==> src/rtl/stack_ram_responder.sv <==
// stack_ram_responder: memory-side responder for the start/done RAM transfer protocol.
// Serves one read or write request at a time. Each request moves up to MAX_WORDS 16-bit
// words between the wide transfer bus and a synchronous single-port word RAM, then
// raises the matching done flag until the initiator drops its start.
//
// Ports:
//   clock, reset_n        clock and asynchronous active-low reset
//   read_start            read request level, held until read_done is seen
//   write_start           write request level, held until write_done is seen
//   address               start word address
//   bytes                 transfer length in bits; words = min(ceil(bytes/16), MAX_WORDS)
//   write_data            write payload, word k at [BusW-1-16k -: 16]
//   read_data             read payload, same packing
//   read_done, write_done completion flags
//   mem_en/mem_we/mem_addr/mem_wdata/mem_rdata  RAM port (read data 1 cycle latency)
module stack_ram_responder #(
  parameter int unsigned MAX_WORDS = 16,
  parameter int unsigned MEM_AW    = 16
) (
  input  logic                    clock,
  input  logic                    reset_n,
  input  logic                    read_start,
  input  logic                    write_start,
  input  logic [15:0]             address,
  input  logic [15:0]             bytes,
  input  logic [MAX_WORDS*16-1:0] write_data,
  output logic [MAX_WORDS*16-1:0] read_data,
  output logic                    read_done,
  output logic                    write_done,
  output logic                    mem_en,
  output logic                    mem_we,
  output logic [MEM_AW-1:0]       mem_addr,
  output logic [15:0]             mem_wdata,
  input  logic [15:0]             mem_rdata
);

  localparam int unsigned BusW = MAX_WORDS * 16;
  localparam int unsigned CntW = $clog2(MAX_WORDS + 1);

  typedef enum logic [2:0] {
    StIdle, StWrite, StRead, StReadLast, StDoneW, StDoneR
  } state_e;

  state_e            state_q, state_d;
  logic [MEM_AW-1:0] addr_q, addr_d;
  logic [CntW-1:0]   len_q, len_d;
  logic [CntW-1:0]   cnt_q, cnt_d;
  logic [BusW-1:0]   wdata_q, wdata_d;
  logic [BusW-1:0]   rdata_q, rdata_d;
  logic              read_done_q, read_done_d;
  logic              write_done_q, write_done_d;

  logic [16:0]       req_words;  // ceil(bytes/16) before clamping
  logic [CntW-1:0]   req_len;
  logic              capture;
  logic [CntW-1:0]   cap_idx;

  assign req_words = ({1'b0, bytes} + 17'd15) >> 4;
  assign req_len   = (req_words > 17'(MAX_WORDS)) ? CntW'(MAX_WORDS) : req_words[CntW-1:0];

  always_comb begin
    state_d      = state_q;
    addr_d       = addr_q;
    len_d        = len_q;
    cnt_d        = cnt_q;
    wdata_d      = wdata_q;
    rdata_d      = rdata_q;
    read_done_d  = 1'b0;
    write_done_d = 1'b0;
    mem_en       = 1'b0;
    mem_we       = 1'b0;
    capture      = 1'b0;
    // RAM data arriving now belongs to the word issued on the previous cycle.
    cap_idx      = cnt_q - CntW'(1);

    unique case (state_q)
      StIdle: begin
        if (write_start) begin
          addr_d  = MEM_AW'(address);
          len_d   = req_len;
          cnt_d   = '0;
          wdata_d = write_data;
          state_d = (req_len == '0) ? StDoneW : StWrite;
        end else if (read_start) begin
          addr_d  = MEM_AW'(address);
          len_d   = req_len;
          cnt_d   = '0;
          rdata_d = '0;
          state_d = (req_len == '0) ? StDoneR : StRead;
        end
      end
      StWrite: begin
        // Gate the RAM access with start so an aborted write commits nothing further.
        if (!write_start) begin
          state_d = StIdle;
        end else begin
          mem_en  = 1'b1;
          mem_we  = 1'b1;
          addr_d  = addr_q + MEM_AW'(1);
          cnt_d   = cnt_q + CntW'(1);
          wdata_d = wdata_q << 16;
          if (cnt_d == len_q) state_d = StDoneW;
        end
      end
      StRead: begin
        if (!read_start) begin
          state_d = StIdle;
        end else begin
          mem_en  = 1'b1;
          capture = (cnt_q != '0);
          addr_d  = addr_q + MEM_AW'(1);
          cnt_d   = cnt_q + CntW'(1);
          if (cnt_d == len_q) state_d = StReadLast;
        end
      end
      StReadLast: begin
        if (!read_start) begin
          state_d = StIdle;
        end else begin
          capture = 1'b1;
          state_d = StDoneR;
        end
      end
      StDoneW: begin
        if (write_start) write_done_d = 1'b1;
        else             state_d      = StIdle;
      end
      StDoneR: begin
        if (read_start) read_done_d = 1'b1;
        else            state_d     = StIdle;
      end
      default: state_d = StIdle;
    endcase

    if (capture) begin
      for (int i = 0; i < MAX_WORDS; i++) begin
        if (cap_idx == CntW'(i)) rdata_d[BusW-1-16*i -: 16] = mem_rdata;
      end
    end
  end

  always_ff @(posedge clock or negedge reset_n) begin
    if (!reset_n) begin
      state_q      <= StIdle;
      addr_q       <= '0;
      len_q        <= '0;
      cnt_q        <= '0;
      wdata_q      <= '0;
      rdata_q      <= '0;
      read_done_q  <= 1'b0;
      write_done_q <= 1'b0;
    end else begin
      state_q      <= state_d;
      addr_q       <= addr_d;
      len_q        <= len_d;
      cnt_q        <= cnt_d;
      wdata_q      <= wdata_d;
      rdata_q      <= rdata_d;
      read_done_q  <= read_done_d;
      write_done_q <= write_done_d;
    end
  end

  assign read_data  = rdata_q;
  assign read_done  = read_done_q;
  assign write_done = write_done_q;
  assign mem_addr   = addr_q;
  assign mem_wdata  = wdata_q[BusW-1 -: 16];

endmodule

==> config.mk <==
export PLATFORM = sky130hd
export DESIGN_NAME = stack_ram_responder
export DESIGN_NICKNAME = d
export VERILOG_FILES = /design/src/rtl/stack_ram_responder.sv
export SDC_FILE = /design/constraint.sdc
export NUM_CORES = 1
export LEC_CHECK = 0
export ABC_AREA = 1
export ABC_CLOCK_PERIOD_IN_PS = 4200
export CELL_PAD_IN_SITES_DETAIL_PLACEMENT = 1
export CELL_PAD_IN_SITES_GLOBAL_PLACEMENT = 1
export CORE_MARGIN = 2
export CORE_UTILIZATION = 40
export DETAILED_ROUTE_END_ITERATION = 7
export GPL_ROUTABILITY_DRIVEN = 0
export PLACE_DENSITY_LB_ADDON = 0.1
export REMOVE_ABC_BUFFERS = 1
export SLEW_MARGIN = 20
export SYNTH_ARGS = -nofsm -noshare
export SYNTH_HDL_FRONTEND = slang
export SYNTH_SLANG_ARGS = --single-unit
export TNS_END_PERCENT = 20
==> constraint.sdc <==
create_clock -name clock -period 4.2 [get_ports clock]
set_clock_uncertainty 0.05 [all_clocks]
set_input_delay 0.63 -clock clock [delete_from_list [all_inputs] [get_ports clock]]
set_output_delay 0.63 -clock clock [all_outputs]
set_load 0.01 [all_outputs]
Word-level counts from Yosys, hierarchy flattened --
Index checks and enable logic that the tools add are counted.
Storage, ports and cells: register bits 543, output and inout bits 292, word-level logic and storage cells 109
Cells by class: add/sub/neg operators 4, order comparisons 1, eq/ne operators 29, multiplexer cells 56, reduce and logical (&&, ||, !) cells 11
Operator list (count):
- $mux W256 | 6
- $pmux W256 S2 | 1
- $mux W16 | 20
- $pmux W16 S3 | 1
- $eq A5 B4 Y1 const B | 8
- $mux W5 | 7
- $mux W3 | 11
- $eq A5 B3 Y1 const B | 4
- $pmux W3 S6 | 1
- $add A16 B4 Y17 const B | 1
- $add A16 B1 Y16 const B | 1
- $pmux W5 S3 | 1
- $gt A13 B5 Y1 const B | 1
- $eq A5 B2 Y1 const B | 2
- $logic_not A5 Y1 | 2
- $ne A2 B2 Y1 const B | 5
- $ne A3 B3 Y1 const B | 3
- $eq A3 B2 Y1 const B | 2
- $eq A3 B3 Y1 const B | 2
- $mux W1 | 6
- $add A5 B1 Y5 const B | 1
- $eq A5 B1 Y1 const B | 1
- $eq A5 B5 Y1 | 1
- $reduce_and A5 Y1 | 1
- 10 further kinds | 12

Longest topological paths before layout --
Gate-level depths: netlist of run 1.
word-level depth 8, gate-level depth with buffers 15, mapped depth without buffers 15

Worst setup path after synthesis of run 1 --
No wires, ideal clock.
path kind input to register, start point in bytes[1], end point reg state_q[2], library setup time 0.119 ns, arrival 2.084 ns, data required time 4.031 ns, path slack 1.947 ns, stages 12, path buffers 1, cells stage by stage nor2_1 > nand3_1 > o21ai_0 > nor2b_1 > clkbuf_1 > a21boi_0 > nor2_1 > ha_1 > o21ai_0 > nand3_1 > nand3_1 > nand2_1
On the way: cells in the longest elaborated chain, start to end 8
RTL lines:
- start: declaration | line 25 | input logic [15:0] bytes,
- $add A16 B4 Y17 * | line 58 | assign req_words = ({1'b0, bytes} + 17'd15) >> 4;
- $gt A13 B5 Y1 | line 59 | assign req_len = (req_words > 17'(MAX_WORDS)) ? CntW'(MAX_WORDS) : req_words[CntW-1:0];
- $mux W5 * | line 59
- $logic_not A5 Y1 * | line 83, 89
- $mux W3 | line 89 | state_d = (req_len == '0) ? StDoneR : StRead;
- $mux W3 | line 84 | end else if (read_start) begin
- $mux W3 * | line 78 | if (write_start) begin
- $pmux W3 S6 * | line 76 | unique case (state_q)
- end signal: assignment | line 144 | state_q <= StIdle;
- end signal: assignment | line 153 | state_q <= state_d;
- end: declaration | line 44 | state_e state_q, state_d;
Every way passes the cells marked *; elsewhere a longest branch is shown, timed or not. The select of a mux whose other input is x is not followed. A chain may end at the register's enable or synchronous reset.

Final worst setup path of run 1 --
start point reg state_q[1], end point out mem_en
On the way: cells in the longest elaborated chain, start to end 2
RTL lines:
- $eq A3 B2 Y1 or $eq A3 B1 Y1 (tied branches) | line 76
- $pmux W1 S2 * | line 76
- end: declaration | line 30 | output logic mem_en,
Every way passes the cells marked *; elsewhere a longest branch is shown, timed or not.

==> flow_summary.json, run 1 <==
{
  "outcome": "complete, but fails checks",
  "violations": "hold timing",
  "finalNetCount": 3859,
  "grt_use_total_pct": 26.33,
  "synthCells": 3090,
  "async_reset_ff_share_pct": 100.0,
  "required_ns": 3.52,
  "die_w_microns": 254.7,
  "yosysTopAreaCellShare_pct": 54.04,
  "ios": 600,
  "finalHoldViolCount": 6,
  "synth-edff-count": 0,
  "ff2ff_setup_slack_ns": 1.31,
  "area_growth_pct": 32.73,
  "seq_area_frac_synth_pct": 54.04,
  "power_density_nw_per_um2": 567.8,
  "fin_crit_ns": 3.403,
  "slew_headroom_pct": 24.99,
  "path_max_fanout": 29,
  "drt-total-wl_mm": 86.39,
  "coreArea_sq_um": 61940,
  "worst_pin_slew_ns": 1.122,
  "vdd_drop_max_mv": 0.3509,
  "grt_pass1_wl_mm": 133.1,
  "layout.cells.non_filler": 4446,
  "dp_hpwl_mm": 59.56,
  "endpoint_kind": "primary output",
  "ys_types": 39,
  "critPathKind": "reg2out",
  "drv_cap": 0,
  "portBuffers": 599,
  "grt.overflow.total": 0,
  "drcViolationCount": 0,
  "synth_top_family_by_area": "simple AND/OR/NAND/NOR gates",
  "cts_root_buf": "clkbuf_16",
  "setup-tns-final_ns": 0,
  "die_h_microns": 254.7,
  "clock_sinks": 543,
  "drt_iter0_markers": 1353,
  "synth-simple-area-share_pct": 19.42,
  "dp_cells": 4316,
  "total_power_uw": 18950,
  "final_layout_size_suffix_gt1_share_pct": 5.207,
  "synth_ff_type": "dfrtp_1",
  "cts_tree": "built",
  "numCtsBuffers": 60,
  "synthTopCellsByArea": "dfrtp_1 (54%), nand2_1 (16%), o21ai_0 (14%)",
  "p_leak_uw": 0.01486,
  "internal_power_uw": 12150,
  "avgSynthCellArea_sq_um": 8.138,
  "switchingPower_uw": 6804,
  "cts_max_level": 2,
  "finalSetupViolations": 0,
  "yosysMostFrequentCell": "nand2_1",
  "hold_ws_ns": -0.02816,
  "worstSetupStartpointType": "register",
  "cts_hold_buf": 0,
  "maxSlewViolCount": 0,
  "antenna_left": 0,
  "cts_resized": 0,
  "synth_commonest_cells": "nand2_1 (1063), o21ai_0 (693), dfrtp_1 (543)",
  "vias_per_cell": 5.078,
  "grt_setup_unrepaired": "no",
  "synth_mux_area_share_pct": 0.8061,
  "clkPwrFrac_pct": 27.9,
  "cts_buffer_depth": 3,
  "antenna_found_initial": 34,
  "ys_warn_count": 0,
  "synth_top_cell_by_area": "dfrtp_1",
  "hold_path_class": "in2async",
  "power_frac_comb_pct": 33.5,
  "seq_power_share_pct": 38.5,
  "insertion_delay_ns": 0.62,
  "max_freq_mhz": 293.8,
  "netSwitchingFraction_pct": 35.90,
  "initial_core_util_pct": 40.60,
  "dr_total_vias": 22579,
  "netlist_area_sq_um": 25150,
  "post-cts-setup-buffers": 0,
  "crit_arrival_ns": 2.72,
  "dieArea_sq_um": 64890,
  "grt_max_degree": 199,
  "fp-row-count": 91,
  "clk_pin_slew_worst_paths_ns": 0.06,
  "fin_crit_sh_pct": 81.03,
  "ys_ff_latch": 543,
  "dr.pass1.iters": 5,
  "synth-xor-area-share_pct": 0.3135,
  "first_global_vias": 23712,
  "synth_compound_area_share_pct": 15.63,
  "synth_adder_area_share_pct": 0.4976,
  "wl_per_cell_microns": 19.43
}
-- path summary, 6_finish.rpt --
path,endpoint,cells past startpoint,startpoint
setup / recovery,mem_en,6,state_q[1]
hold / removal,wdata_q[36],1,reset_n
setup reg to reg,mem_addr[7],10,state_q[0]
hold reg to reg,wdata_q[242],1,wdata_q[242]
max in group asynchronous,wdata_q[170],2,reset_n
min in group clock,wdata_q[242],1,wdata_q[242]
-- registers in the layout, summed over array words and instances, names as in the netlist --
register and count:
mem_addr 16, state_q 3, wdata_q 256, read_done 1, write_done 1, len_q 5
read_data 256, cnt_q 5
-- through the flow --
step	utilization, %	worst slack (ns)	area [sq um]	hold slack [ns]
6_report	53.89	0.7968	33380	-0.02816
2_1_floorplan	-	-10.23	23870	0.2844
3_5_place_dp	50.62	0.8973	31350	0.4450
3_3_place_gp	50.62	0.9397	31350	0.4382
5_1_grt	53.88	0.6225	33370	0.01416
4_1_cts	53.82	0.7163	33340	0.001560
-- layout by cell type (no fill, tap or decap), types with 4 or more instances in the layout --
| master | n |
|---|---|
| clkdlybuf4s50_1 | 597 |
| inv_2 | 7 |
| o21ai_1 | 69 |
| mux2_2 | 18 |
| nor2_4 | 16 |
| nand2_1 | 1063 |
| buf_4 | 16 |
| buf_12 | 14 |
| clkinv_2 | 8 |
| o21ai_0 | 693 |
| ha_1 | 10 |
| inv_1 | 276 |
| nand2_2 | 4 |
| clkbuf_16 | 61 |
| nand3_4 | 7 |
| dfrtp_1 | 543 |
| clkbuf_8 | 22 |
| diode_2 | 18 |
| nor2_1 | 35 |
| o22ai_1 | 5 |
| clkbuf_1 | 18 |
| nand4_1 | 10 |
| a21oi_1 | 5 |
| nand3_1 | 56 |
| nor3_1 | 8 |
-- critical path: stages, from the launching register on --
cell	delay (ns)
dfrtp_1	0.46
inv_1	0.16
nand3_4	0.29
nor2_1	0.26
inv_1	0.11
nand2_1	0.16
clkdlybuf4s50_1	0.67
-- power groups by stage --
| stage | combinational (uW) | clock, uW | sequential, uW |
|---|---|---|---|
| after floorplan | 3530 | 0 | 7470 |
| after global placement | 6100 | 0 | 7320 |
| after detailed placement | 6350 | 0 | 7400 |
| after CTS | 6440 | 5420 | 7310 |
| after global routing | 7310 | 5620 | 7460 |
| final | 6350 | 5290 | 7310 |
-- layer usage --
layer / global-route usage (%) / wire length [microns] / up-vias / share of wire, %
li1: - / - / 10673 / -
met1: 32.76 / 35450 / 11128 / 41
met2: 42.38 / 41080 / 540 / 48
met3: 6.961 / 5584 / 204 / 6.5
met4: 13.15 / 4048 / 34 / 4.7
met5: 0 / 228 / - / 0.26
-- logic make-up after synthesis --
| kind of cell | count (synthesis) |
|---|---|
| AOI/OAI and AO/OA | 779 |
| xor gates and xnor gates | 6 |
| adders and majority gates | 10 |
| buffers and inverters | 524 |
| DFF | 543 |
| muxes | 18 |
| and+or+nand+nor | 1210 |
-- area by class of cell --
type	instances	area, sq um
fillers	7308	28560
flip-flops and latches	543	13590
multi-input cells	2023	9251
repair buffers	629	6396
clock buffers	101	1897
inverters	284	1066
well taps	837	1047
clock inverters	11	87.58
diodes	18	45.04
Power figures use the tool's default switching activity.
==> run 2, diff against run 1 <==
--- a/config.mk
+++ b/config.mk
@@ -6,11 +6,11 @@
 export NUM_CORES = 1
 export LEC_CHECK = 0
 export ABC_AREA = 1
-export ABC_CLOCK_PERIOD_IN_PS = 4200
+export ABC_CLOCK_PERIOD_IN_PS = 2800
 export CELL_PAD_IN_SITES_DETAIL_PLACEMENT = 1
 export CELL_PAD_IN_SITES_GLOBAL_PLACEMENT = 1
 export CORE_MARGIN = 2
-export CORE_UTILIZATION = 40
+export CORE_UTILIZATION = 33
 export DETAILED_ROUTE_END_ITERATION = 7
 export GPL_ROUTABILITY_DRIVEN = 0
 export PLACE_DENSITY_LB_ADDON = 0.1
==> constraint.sdc (replaced) <==
create_clock -name clock -period 2.8 [get_ports clock]
set_clock_uncertainty 0.05 [all_clocks]
set_input_delay 0.42 -clock clock [delete_from_list [all_inputs] [get_ports clock]]
set_output_delay 0.42 -clock clock [all_outputs]
set_load 0.01 [all_outputs]
==> flow_summary.json, run 2 (same netlist as run 1, synthesis figures left out) <==
{
  "p_leak_uw": 0.01538,
  "numCtsBuffers": 66,
  "grt_use_total_pct": 23.14,
  "clkPwrFrac_pct": 29.3,
  "clk_pin_slew_worst_paths_ns": 0.06,
  "total_power_uw": 29700,
  "fin_crit_ns": 2.569,
  "dp_hpwl_mm": 64.25,
  "grt.overflow.total": 0,
  "coreArea_sq_um": 75700,
  "cts_tree": "built",
  "grt_setup_unrepaired": "no",
  "die_h_microns": 280.0,
  "fillers": 8853,
  "dieArea_sq_um": 78430,
  "critPathKind": "reg2out",
  "wl_met2_mm": 43.61,
  "internal_power_uw": 19110,
  "crit_arrival_ns": 2.10,
  "maxUsedRoutingLayer": "met5",
  "netSwitchingFraction_pct": 35.66,
  "power_density_nw_per_um2": 860.3,
  "wl_per_cell_microns": 19.57,
  "postLayoutCellArea_sq_um": 34520,
  "switchingPower_uw": 10590,
  "grt_max_degree": 107,
  "antenna_found_initial": 8,
  "grt_pass1_wl_mm": 141.1,
  "final_common_cell": "nand2_1",
  "outcome": "completed",
  "clock_sinks": 543,
  "antenna_left": 0,
  "drcViolationCount": 0,
  "place_area_sq_um": 32310,
  "initial_core_util_pct": 33.22,
  "required_ns": 2.33,
  "slew_headroom_pct": 36.63,
  "vdd_drop_max_mv": 0.4876,
  "hold_path_class": "in2reg",
  "die_w_microns": 280.0,
  "finalSetupViolations": 0,
  "portBuffers": 599,
  "insertion_delay_ns": 0.60,
  "post-cts-setup-buffers": 0,
  "drt-total-wl_mm": 90.70,
  "wl_met3_mm": 4.391,
  "ios": 600,
  "cts_root_buf": "clkbuf_16",
  "worstSetupStartpointType": "register",
  "cts_buffer_depth": 3,
  "area_growth_pct": 37.26,
  "final_layout_size_suffix_gt1_share_pct": 6.977,
  "max_freq_mhz": 389.2,
  "dr_total_vias": 22613,
  "final_util_pct": 45.60,
  "dr.pass1.iters": 5,
  "cts_max_level": 3,
  "wl_met1_mm": 38.04,
  "multi_input_area_sq_um": 9251,
  "drv_cap": 0,
  "finalHoldViolCount": 0,
  "maxSlewViolCount": 0,
  "fp-row-count": 101,
  "path_max_fanout": 5,
  "endpoint_kind": "primary output",
  "seq_power_share_pct": 36.9,
  "final_cell_mix": "nand2_1 (1063), o21ai_0 (693), clkdlybuf4s50_1 (597)",
  "worst_pin_slew_ns": 0.9475,
  "first_global_vias": 24282,
  "seq_area_sq_um": 13590,
  "vias_per_cell": 4.880,
  "power_frac_comb_pct": 33.8,
  "finalNetCount": 3928,
  "fin_crit_sh_pct": 91.76,
  "drt_iter0_markers": 1220
}
run 2: cell count changes in the layout (fill, tap and decap cells not counted):
cell            change
bufinv_16           +3
diode_2            -17
clkinv_8            +3
dlygate4sd3_1       +1
dlymetal6s2s_1      +1
clkbuf_8            -6
clkbuf_16           +7
buf_4              +37
buf_12             +25
clkbuf_1            -6
buf_2               -1
run 2: through the flow:
stage               setup slack [ns]  hold slack [ns]  instances   TNS, ns
global route                  0.1154           0.3531       4633         0
global placement              0.2432           0.4023       4519         0
finish                        0.2308           0.3694       4634         0
detailed placement           0.06409           0.4026       4519         0
CTS                          0.03281           0.3318       4633         0
floorplan                     -11.42          0.07441       2850  -3843.88
run 2: power by group through the flow:
stage	Combinational (uW)	Clock (uW)	Sequential, uW
2_1_floorplan	4090	0	10500
3_3_place_gp	9800	0	11000
3_5_place_dp	10100	0	11100
4_1_cts	10200	8950	11000
5_1_grt	11500	9250	11200
6_report	10000	8690	11000
run 2: routing by layer:
layer / global-route usage (%) / vias to the layer above
met1: 28.50 / 11109
met5: 0 / -
li1: - / 10800
met4: 10.80 / 14
met2: 38.94 / 492
met3: 4.663 / 198
run 2: what timing repair did:
| item | in CTS | in global routing |
|---|---|---|
| hold buffers | 1 | 0 |
| hold endpoints to repair | 43 | 0 |
| resized for setup | 0 | 1 |
| endpoints found under the setup margin | 0 | 1 |
run 2: cell type report:
type / count / area share (%)
flip-flops and latches: 543 / 39.37
multi-input cells: 2023 / 26.80
clock inverters: 17 / 0.6561
diodes: 1 / 0.007250
inverters: 284 / 3.088
repair buffers: 692 / 20.84
clock buffers: 96 / 5.698
well taps: 978 / 3.545
run 2: worst paths after layout:
| check | slack, ns | end | depth (start not counted) | from |
|---|---|---|---|---|
| worst min register to register | 0.46 | wdata_q[252] | 1 | wdata_q[252] |
| min in group asynchronous | 0.38 | wdata_q[113] | 2 | reset_n |
| max in group asynchronous | 1.27 | wdata_q[197] | 3 | reset_n |
| worst max register to register | 0.46 | read_data[135] | 10 | cnt_q[1] |
| worst max-delay path | 0.23 | mem_we | 4 | state_q[1] |
| worst min-delay path | 0.37 | wdata_q[9] | 3 | write_data[9] |
run 2: critical path, cell delays in order, from the launching register on:
cell and delay, ns:
dfrtp_1 0.47, inv_1 0.17, nand3_4 0.11, nor2_1 0.15, clkdlybuf4s50_1 0.61
